**src/rtl/axis_crc32_mpeg2_append_pkg.sv**
```systemverilog
// Shared constants, state type and the bit-serial CRC-32/MPEG-2 step for the AXI-Stream appender.
package pkg_axis_crc;

  localparam logic [31:0] DEFAULT_POLY_CRC = 32'h04C11DB7;
  localparam logic [31:0] DEFAULT_INIT_CRC = 32'hFFFFFFFF;
  localparam int unsigned MAX_DATA_WIDTH   = 64;

  typedef enum logic {PASS, APPEND} crc_app_state_t;

  // Only the low 'width' bits of word are used, consumed MSB-first.
  function automatic logic [31:0] crc32_mpeg2_step(input logic [31:0]               crc,
                                                   input logic [MAX_DATA_WIDTH-1:0] word,
                                                   input logic [31:0]               poly,
                                                   input int unsigned               width);
    logic [31:0] c;
    logic        fb;
    c  = crc;
    fb = 1'b0;
    for (int i = MAX_DATA_WIDTH - 1; i >= 0; i--) begin
      if (i < int'(width)) begin
        fb = c[31] ^ word[i];
        c  = {c[30:0], 1'b0} ^ (fb ? poly : 32'h0);
      end
    end
    return c;
  endfunction

endpackage

```
**src/rtl/axis_crc32_out_reg.sv**
```systemverilog
// One-deep AXI-Stream output register; full throughput because it reloads on the draining edge.
module axis_crc32_out_reg #(
  parameter int unsigned DATA_WIDTH = 32
) (
  input  logic                  aclk,
  input  logic                  aresetn,
  input  logic                  load,
  input  logic [DATA_WIDTH-1:0] load_data,
  input  logic                  load_last,
  input  logic                  m_axis_tready,
  output logic [DATA_WIDTH-1:0] m_axis_tdata,
  output logic                  m_axis_tvalid,
  output logic                  m_axis_tlast,
  output logic                  out_free
);

  logic [DATA_WIDTH-1:0] tdata_q;
  logic                  tvalid_q;
  logic                  tlast_q;

  assign out_free      = ~tvalid_q | m_axis_tready;
  assign m_axis_tdata  = tdata_q;
  assign m_axis_tvalid = tvalid_q;
  assign m_axis_tlast  = tlast_q;

  // load is only ever asserted while out_free, so a pending beat is never overwritten.
  always_ff @(posedge aclk or negedge aresetn) begin
    if (!aresetn) begin
      tdata_q  <= '0;
      tvalid_q <= 1'b0;
      tlast_q  <= 1'b0;
    end else if (load) begin
      tdata_q  <= load_data;
      tvalid_q <= 1'b1;
      tlast_q  <= load_last;
    end else if (m_axis_tready) begin
      tvalid_q <= 1'b0;
    end
  end

endmodule

```
**src/rtl/axis_crc32_mpeg2_append.sv**
```systemverilog
// Forwards AXI-Stream frames unchanged and appends one beat carrying the frame's CRC-32/MPEG-2.
module axis_crc32_mpeg2_append
  import pkg_axis_crc::*;
#(
  parameter int unsigned AXI_DATA_WIDTH = 32,
  parameter logic [31:0] POLY_CRC       = DEFAULT_POLY_CRC,
  parameter logic [31:0] INIT_CRC       = DEFAULT_INIT_CRC
) (
  input  logic                      aclk,
  input  logic                      aresetn,
  input  logic [AXI_DATA_WIDTH-1:0] s_axis_tdata,
  input  logic                      s_axis_tvalid,
  input  logic                      s_axis_tlast,
  output logic                      s_axis_tready,
  output logic [AXI_DATA_WIDTH-1:0] m_axis_tdata,
  output logic                      m_axis_tvalid,
  output logic                      m_axis_tlast,
  input  logic                      m_axis_tready,
  output logic                      crc_done,
  output logic [31:0]               crc_value
);

  crc_app_state_t            state_q, state_d;
  logic [31:0]               crc_q, crc_d;
  logic [31:0]               crc_value_q, crc_value_d;
  logic                      crc_done_q, crc_done_d;
  logic                      out_free;
  logic                      load;
  logic [AXI_DATA_WIDTH-1:0] load_data;
  logic                      load_last;

  always_comb begin
    state_d       = state_q;
    crc_d         = crc_q;
    crc_value_d   = crc_value_q;
    crc_done_d    = 1'b0;
    s_axis_tready = 1'b0;
    load          = 1'b0;
    load_data     = s_axis_tdata;
    load_last     = 1'b0;
    unique case (state_q)
      PASS: begin
        s_axis_tready = out_free & aresetn;
        if (s_axis_tvalid && s_axis_tready) begin
          load  = 1'b1;
          crc_d = crc32_mpeg2_step(crc_q, MAX_DATA_WIDTH'(s_axis_tdata), POLY_CRC,
                                   AXI_DATA_WIDTH);
          if (s_axis_tlast) state_d = APPEND;
        end
      end
      APPEND: begin
        if (out_free) begin
          load        = 1'b1;
          load_data   = AXI_DATA_WIDTH'(crc_q);
          load_last   = 1'b1;
          crc_value_d = crc_q;
          crc_done_d  = 1'b1;
          crc_d       = INIT_CRC;
          state_d     = PASS;
        end
      end
      default: state_d = PASS;
    endcase
  end

  always_ff @(posedge aclk or negedge aresetn) begin
    if (!aresetn) begin
      state_q     <= PASS;
      crc_q       <= INIT_CRC;
      crc_value_q <= INIT_CRC;
      crc_done_q  <= 1'b0;
    end else begin
      state_q     <= state_d;
      crc_q       <= crc_d;
      crc_value_q <= crc_value_d;
      crc_done_q  <= crc_done_d;
    end
  end

  assign crc_done  = crc_done_q;
  assign crc_value = crc_value_q;

  axis_crc32_out_reg #(
    .DATA_WIDTH (AXI_DATA_WIDTH)
  ) u_out_reg (
    .aclk          (aclk),
    .aresetn       (aresetn),
    .load          (load),
    .load_data     (load_data),
    .load_last     (load_last),
    .m_axis_tready (m_axis_tready),
    .m_axis_tdata  (m_axis_tdata),
    .m_axis_tvalid (m_axis_tvalid),
    .m_axis_tlast  (m_axis_tlast),
    .out_free      (out_free)
  );

endmodule
```
**config.mk**
```make
export PLATFORM = sky130hd
export DESIGN_NAME = axis_crc32_mpeg2_append
export DESIGN_NICKNAME = d
export VERILOG_FILES = /design/src/rtl/axis_crc32_mpeg2_append_pkg.sv /design/src/rtl/axis_crc32_out_reg.sv /design/src/rtl/axis_crc32_mpeg2_append.sv
export SDC_FILE = /design/constraint.sdc
export NUM_CORES = 1
export LEC_CHECK = 0
export ABC_AREA = 1
export CORE_UTILIZATION = 35
export CTS_BUF_LIST = sky130_fd_sc_hd__clkbuf_4 sky130_fd_sc_hd__clkbuf_8 sky130_fd_sc_hd__clkbuf_16
export DETAILED_ROUTE_END_ITERATION = 7
export HOLD_SLACK_MARGIN = 0.08
export SLEW_MARGIN = 5
export SYNTH_ARGS = -nofsm -noshare
export SYNTH_HDL_FRONTEND = slang
export SYNTH_HIERARCHICAL = 1
export SYNTH_SLANG_ARGS = --single-unit
export TNS_END_PERCENT = 100
```
**constraint.sdc**
```tcl
create_clock -name aclk -period 5.1 [get_ports aclk]
set_input_delay 0.51 -clock aclk [delete_from_list [all_inputs] [get_ports aclk]]
set_output_delay 0.51 -clock aclk [all_outputs]
set_load 0.02 [all_outputs]
```
# ---- Yosys cells after proc, flatten, opt, wreduce, memory -nomap -nowiden
# Index checks and enable logic that the tools add are counted.
dict set report word_totals {
  register_bits 100
  inputBits 37
  output_inout_bits 68
  elab_cells 191
}
dict set report classes {
  n_eq_ne 2
  muxes 110
  bitwise 68
  n_reduce_logical 4
}
# operator count
set ops {}
lappend ops {{two-way mux 32 bit} 66}
lappend ops {{XOR 32 x 27 -> 32 bit} 32}
lappend ops {{two-way mux 27 bit} 32}
lappend ops {{case mux 32 bit (2 select lines)} 1}
lappend ops {{XOR 1 bit} 32}
lappend ops {{two-way mux 1 bit} 9}
lappend ops {{case mux 1 bit (2 select lines)} 2}
lappend ops {{AND reduction 2 bit} 2}
lappend ops {{inequality test 2 x 1 -> 1 bit, second input constant} 1}
lappend ops {{inequality test 2 bit, second input constant} 1}
lappend ops {{inverter 1 bit} 2}
lappend ops {{nonzero test 2 bit} 1}
lappend ops {{bitwise AND 1 bit} 1}
lappend ops {{logical AND 1 bit} 1}
lappend ops {{bitwise OR 1 bit} 1}

# ---- Logic depth before layout (Yosys ltp)
dict set report depth {
  depth_word 161
  mapped_depth 30
  depth_no_buf 29
}

# ---- Cells and area by module
# The synthesis kept the hierarchy.
# module instances cells_per_inst area_each_um2
set modules_own_cells {}
lappend modules_own_cells {axis_crc32_mpeg2_append 1 1342 7917.6}
lappend modules_own_cells {axis_crc32_out_reg 1 144 1342.5}

# ---- Worst setup path after synthesis
# Ideal clock, no wire load.
dict set report synth_path {
  path_type {register to register}
  start {register crc_q[28]}
  end {register crc_q[13]}
  setup_ps 67
  arrival_time_ps 2621
  t_required_ps 5033
  path_slack_ps 2412
  stages_incl_launch_ff 30
  path_buffers 1
  period_less_slack_ps 2688
  cell_sequence {dfstp_2 > inv_2 > nand2_1 > nand2_2 > nand2_4 > nand2_2 > nand2_4 > nand2_4 > buf_6 > nand2_4 > nand2_2 > nand2_4 > nand2_2 > nand2_4 > nand2_8 > inv_4 > nand2_2 > nand2_2 > nand3_2 > nand2_1 > nand2_2 > nand2_4 > inv_2 > nand2_4 > nand2_2 > nand2_2 > nand3_1 > nand2_1 > nor2_1 > nor2_1}
}
dict set report synth_between {
  elab_chain_len 106
  elab_cells_between_ends 126
  classes_between {mux (79); bitwise (47)}
}
# item line_no
set synth_lines {}
lappend synth_lines {{start: declaration} axis_crc32_mpeg2_append.sv:24} ;# logic [31:0] crc_q, crc_d;
lappend synth_lines {{start signal: assignment} axis_crc32_mpeg2_append.sv:74} ;# crc_q <= crc_d;
lappend synth_lines {{XOR 32 x 27 -> 32 bit *} axis_crc32_mpeg2_append_pkg.sv:22} ;# c = {c[30:0], 1'b0} ^ (fb ? poly : 32'h0);
lappend synth_lines {{two-way mux 32 bit *} axis_crc32_mpeg2_append.sv:44} ;# if (s_axis_tvalid && s_axis_tready) begin
lappend synth_lines {{two-way mux 32 bit *} axis_crc32_mpeg2_append.sv:41} ;# unique case (state_q)
lappend synth_lines {{XOR 32 x 27 -> 32 bit *} axis_crc32_mpeg2_append_pkg.sv:22}
lappend synth_lines {{two-way mux 32 bit *} axis_crc32_mpeg2_append.sv:44}
lappend synth_lines {{two-way mux 32 bit *} axis_crc32_mpeg2_append.sv:41}
lappend synth_lines {{XOR 32 x 27 -> 32 bit *} axis_crc32_mpeg2_append_pkg.sv:22}
lappend synth_lines {{two-way mux 32 bit *} axis_crc32_mpeg2_append.sv:44}
lappend synth_lines {{(+90 left out)} n/a}
lappend synth_lines {{XOR 1 bit} axis_crc32_mpeg2_append_pkg.sv:21} ;# fb = c[31] ^ word[i];
lappend synth_lines {{two-way mux 27 bit} axis_crc32_mpeg2_append_pkg.sv:22}
lappend synth_lines {{XOR 32 x 27 -> 32 bit *} axis_crc32_mpeg2_append_pkg.sv:22}
lappend synth_lines {{two-way mux 32 bit *} axis_crc32_mpeg2_append.sv:44}
lappend synth_lines {{two-way mux 32 bit *} axis_crc32_mpeg2_append.sv:41}
lappend synth_lines {{XOR 32 x 27 -> 32 bit *} axis_crc32_mpeg2_append_pkg.sv:22}
lappend synth_lines {{two-way mux 32 bit *} axis_crc32_mpeg2_append.sv:44}
lappend synth_lines {{case mux 32 bit (2 select lines) *} axis_crc32_mpeg2_append.sv:41}
# Every way passes the cells marked *; elsewhere a longest branch is shown, timed or not. The select of a mux whose other input is x is not followed.
# A chain may end at the register's enable or synchronous reset.

# ---- Worst setup path after layout
dict set report layout_path {
  start {input s_axis_tdata[28]}
  end {register crc_q[17]}
}
dict set report layout_between {
  elab_chain_len 97
  elab_cells_between_ends 111
  classes_between {mux (70); bitwise (41)}
}
# item line_no
set layout_lines {}
lappend layout_lines {{start: declaration} axis_crc32_mpeg2_append.sv:11} ;# input logic [AXI_DATA_WIDTH-1:0] s_axis_tdata,
lappend layout_lines {{XOR 1 bit *} axis_crc32_mpeg2_append_pkg.sv:21}
lappend layout_lines {{two-way mux 27 bit *} axis_crc32_mpeg2_append_pkg.sv:22}
lappend layout_lines {{XOR 32 x 27 -> 32 bit *} axis_crc32_mpeg2_append_pkg.sv:22}
lappend layout_lines {{two-way mux 32 bit *} axis_crc32_mpeg2_append.sv:44}
lappend layout_lines {{two-way mux 32 bit *} axis_crc32_mpeg2_append.sv:41}
lappend layout_lines {{XOR 32 x 27 -> 32 bit *} axis_crc32_mpeg2_append_pkg.sv:22}
lappend layout_lines {{two-way mux 32 bit *} axis_crc32_mpeg2_append.sv:44}
lappend layout_lines {{two-way mux 32 bit *} axis_crc32_mpeg2_append.sv:41}
lappend layout_lines {{(+81 left out)} n/a}
lappend layout_lines {{XOR 1 bit} axis_crc32_mpeg2_append_pkg.sv:21}
lappend layout_lines {{two-way mux 27 bit} axis_crc32_mpeg2_append_pkg.sv:22}
lappend layout_lines {{XOR 32 x 27 -> 32 bit *} axis_crc32_mpeg2_append_pkg.sv:22}
lappend layout_lines {{two-way mux 32 bit *} axis_crc32_mpeg2_append.sv:44}
lappend layout_lines {{two-way mux 32 bit *} axis_crc32_mpeg2_append.sv:41}
lappend layout_lines {{XOR 32 x 27 -> 32 bit *} axis_crc32_mpeg2_append_pkg.sv:22}
lappend layout_lines {{two-way mux 32 bit *} axis_crc32_mpeg2_append.sv:44}
lappend layout_lines {{case mux 32 bit (2 select lines) *} axis_crc32_mpeg2_append.sv:41}
# Marked as above.

==> impl_metrics.tcl <==
set metrics [dict create \
    outcome "completed" \
    dr_total_vias 9449 \
    drive_gt1_share_pct 16.6 \
    numClockSinks 100 \
    avgViaCountPerCell 4.91 \
    critical_path.max_fanout 11 \
    drt_first_iter_violations 837 \
    drc_errors 0 \
    tns_ps 0 \
    die_x_um 165 \
    period_needed_ps 3810 \
    timing.clock.skew_ps 10.4 \
    tritoncts.num_buffers 9 \
    route.antenna.remaining_nets 0 \
    synth_top_family_by_area "simple AND/OR/NAND/NOR gates" \
    worst_slack_ps 1290 \
    fin_cells 1924 \
    gr-total-overflow 0 \
    finalHoldViolations 0 \
    cts_setup_buffers 0 \
    setup.worst_path.end_class "flip-flop" \
    asyncSetResetFlopFracSynth_pct 100 \
    postSynthCellCount 1486 \
    syn_nets 1523 \
    io_pins 105 \
    synth-edff-count 0 \
    clock_insertion_delay_worst_skew_ps 350 \
    ys_ff_latch 100 \
    syn_area_um2 9260 \
    final.fill_count 2786 \
    timing.critical_path.arrival_ps 4090 \
    synthSimpleGateAreaFrac_pct 51.2 \
    critical_path_start_end_classification "in -> reg" \
    core.rowCount 59 \
    grt_first_pass_wirelength_um 51000 \
    htree_levels 3 \
    core_region_area_um2 26000 \
    dp_hpwl_um 27800 \
    maximum_number_of_pins_on_one_net_before_global_route_repair 52 \
    grt_setup_unrepaired "false" \
    synth_area_in_xor_xnor_pct 9.16 \
    syn_to_final_growth_pct 18.1 \
    groute.usage.overall_pct 25.4 \
    nNetsFinal 1621 \
    synth.cells.most_frequent "706 x nand2_1, 161 x nand3_1, 122 x inv_1, 85 x nand2_2, 71 x xor2_1" \
    placed_cells 1908 \
    clock_tree.root_cell "clkbuf_16" \
    area_fraction_of_the_dominant_cell_type_after_synthesis_pct 28.6 \
    final_core_util_pct 42.1 \
    tritoncts "built" \
    synthDominantAreaCellType "nand2_1" \
    timing.hold.worst.class "in -> async" \
    initial_core_util_pct 35.6 \
    maximum_buffer_depth_of_the_clock_tree 2 \
    iteration_count_of_the_initial_detailed_routing_pass 5 \
    pre_cts_ws_ps 964 \
    synth_seq_area_share_pct 27.9 \
    maxSlewHeadroom_pct 41.9 \
    timing_max_transition_violations_final 0 \
    worst_ep_required_time_ps 5380 \
    final-setup-viol-count 0 \
    worst_pin_slew_ps 869 \
    final.period_utilization_pct 74.6 \
    dominantRegCellSynth "dfstp_2" \
    synthAdderAreaFrac_pct 0 \
    synth.avg_cell_area_um2 6.23 \
    worst_setup_hold_path_clk_slew_ps 80 \
    io_buffers 104 \
    wl_per_cell_um 17.6 \
    synth_most_common_cell "nand2_1" \
    diodes 0 \
    post_cts.resized_instances 0 \
    first_global_vias 8729 \
    maxCapViolations 0 \
    place_congestion 0.971 \
    detail_route.wirelength_um 33800 \
    synthDistinctLibCells 36 \
    grt_antenna_before_repair 0 \
    yosysWarningCount 6 \
    worstSetupStartpointType "input pin" \
    die_h_um 165 \
    synthMuxAreaShare_pct 0 \
    floorplan.die_area_um2 27100 \
    fmaxAchievable_mhz 263 \
    post_synthesis_compound_gate_area_fraction_pct 3.66 \
    synthTopCellsByArea "nand2_1 29%, dfstp_2 18%, dfrtp_1 9.7%" \
    cts_hold_buf 0 \
]
[state kept, by name (all words and copies together) (netlist names)]
register / cells
u_out_reg/m_axis_tdata: 32
state_q: 1
u_out_reg/m_axis_tlast: 1
crc_q: 32
crc_done: 1
crc_value: 32
u_out_reg/m_axis_tvalid: 1
[final cells by class]
type	instances	area, µm²	area share (%)
inverter	158	611	5.58
sequential	100	2580	23.6
tap	335	419	3.83
multi-input combinational	1206	5930	54.2
timing repair buffer	109	1080	9.84
clock buffer	9	225	2.06
clock inverter	7	91.3	0.835
[layout by cell type, fill, tap and decap left out, types with 4 or more instances in the layout]
cell type	count
nand2_1	705
nand3_1	161
inv_1	122
clkdlybuf4s50_1	103
nand2_2	86
xor2_1	71
dfstp_2	64
dfrtp_1	36
o21ai_0	35
inv_2	31
nand2_4	30
nor2_1	28
xnor2_1	24
nand3_2	10
a21oi_1	10
clkbuf_16	9
o21ai_1	8
or2_2	7
o22ai_1	6
buf_4	6
nand3b_1	5
inv_4	4
nor2_2	4
[cells by family (layout without fill, tap and decap cells)]
group           after synthesis  in the layout
compound gates               64             64
xor+xnor                     96             96
buf+inv                     180            283
flops                       100            100
simple gates               1046           1046
[worst max-delay path, cell delays in order]
cell,delay (ps)
clkdlybuf4s50_1,520
inv_2,70
nand2_1,90
nand2_2,150
nand2_4,110
nand3_4,160
nand2_4,210
nand2_1,110
nand2_1,90
nand2_1,100
nand2_2,170
nand2_1,110
nand2_2,150
nand2_1,70
nand2_1,90
nand2_2,120
nand2_4,160
inv_2,80
nand2_2,100
nand2_4,90
xor2_1,220
nand2_1,100
nand3_1,80
nand3_1,190
nand2_1,160
inv_1,50
[per-layer routing]
layer	up-vias	routed length (µm)	track usage (%)
met5	-	0	0
met4	0	1150	9.09
met3	51	2230	2.84
met2	326	14700	39.8
met1	4295	15700	35.8
li1	4777	-	-
[worst paths after layout]
path                                   from  slack [ps]  depth (start not counted)      endpoint
setup / recovery           s_axis_tdata[28]        1290                         26     crc_q[17]
max in group asynchronous           aresetn        3610                          3       state_q
hold / removal                      aresetn         360                          2      crc_done
setup reg to reg                  crc_q[28]        1370                         25     crc_q[17]
min in group aclk              crc_value[0]         470                          2  crc_value[0]
hold reg to reg                crc_value[0]         470                          2  crc_value[0]
[metrics by stage]
stage	instance area (µm²)	hold slack, ps
final	10900	357
after global routing	10900	405
after CTS	10900	380
after detailed placement	10600	459
after global placement	10600	456
after floorplan	9260	214
Power is not shown: default switching activity piles up to over one toggle a cycle in this logic, so the estimate is an artifact.
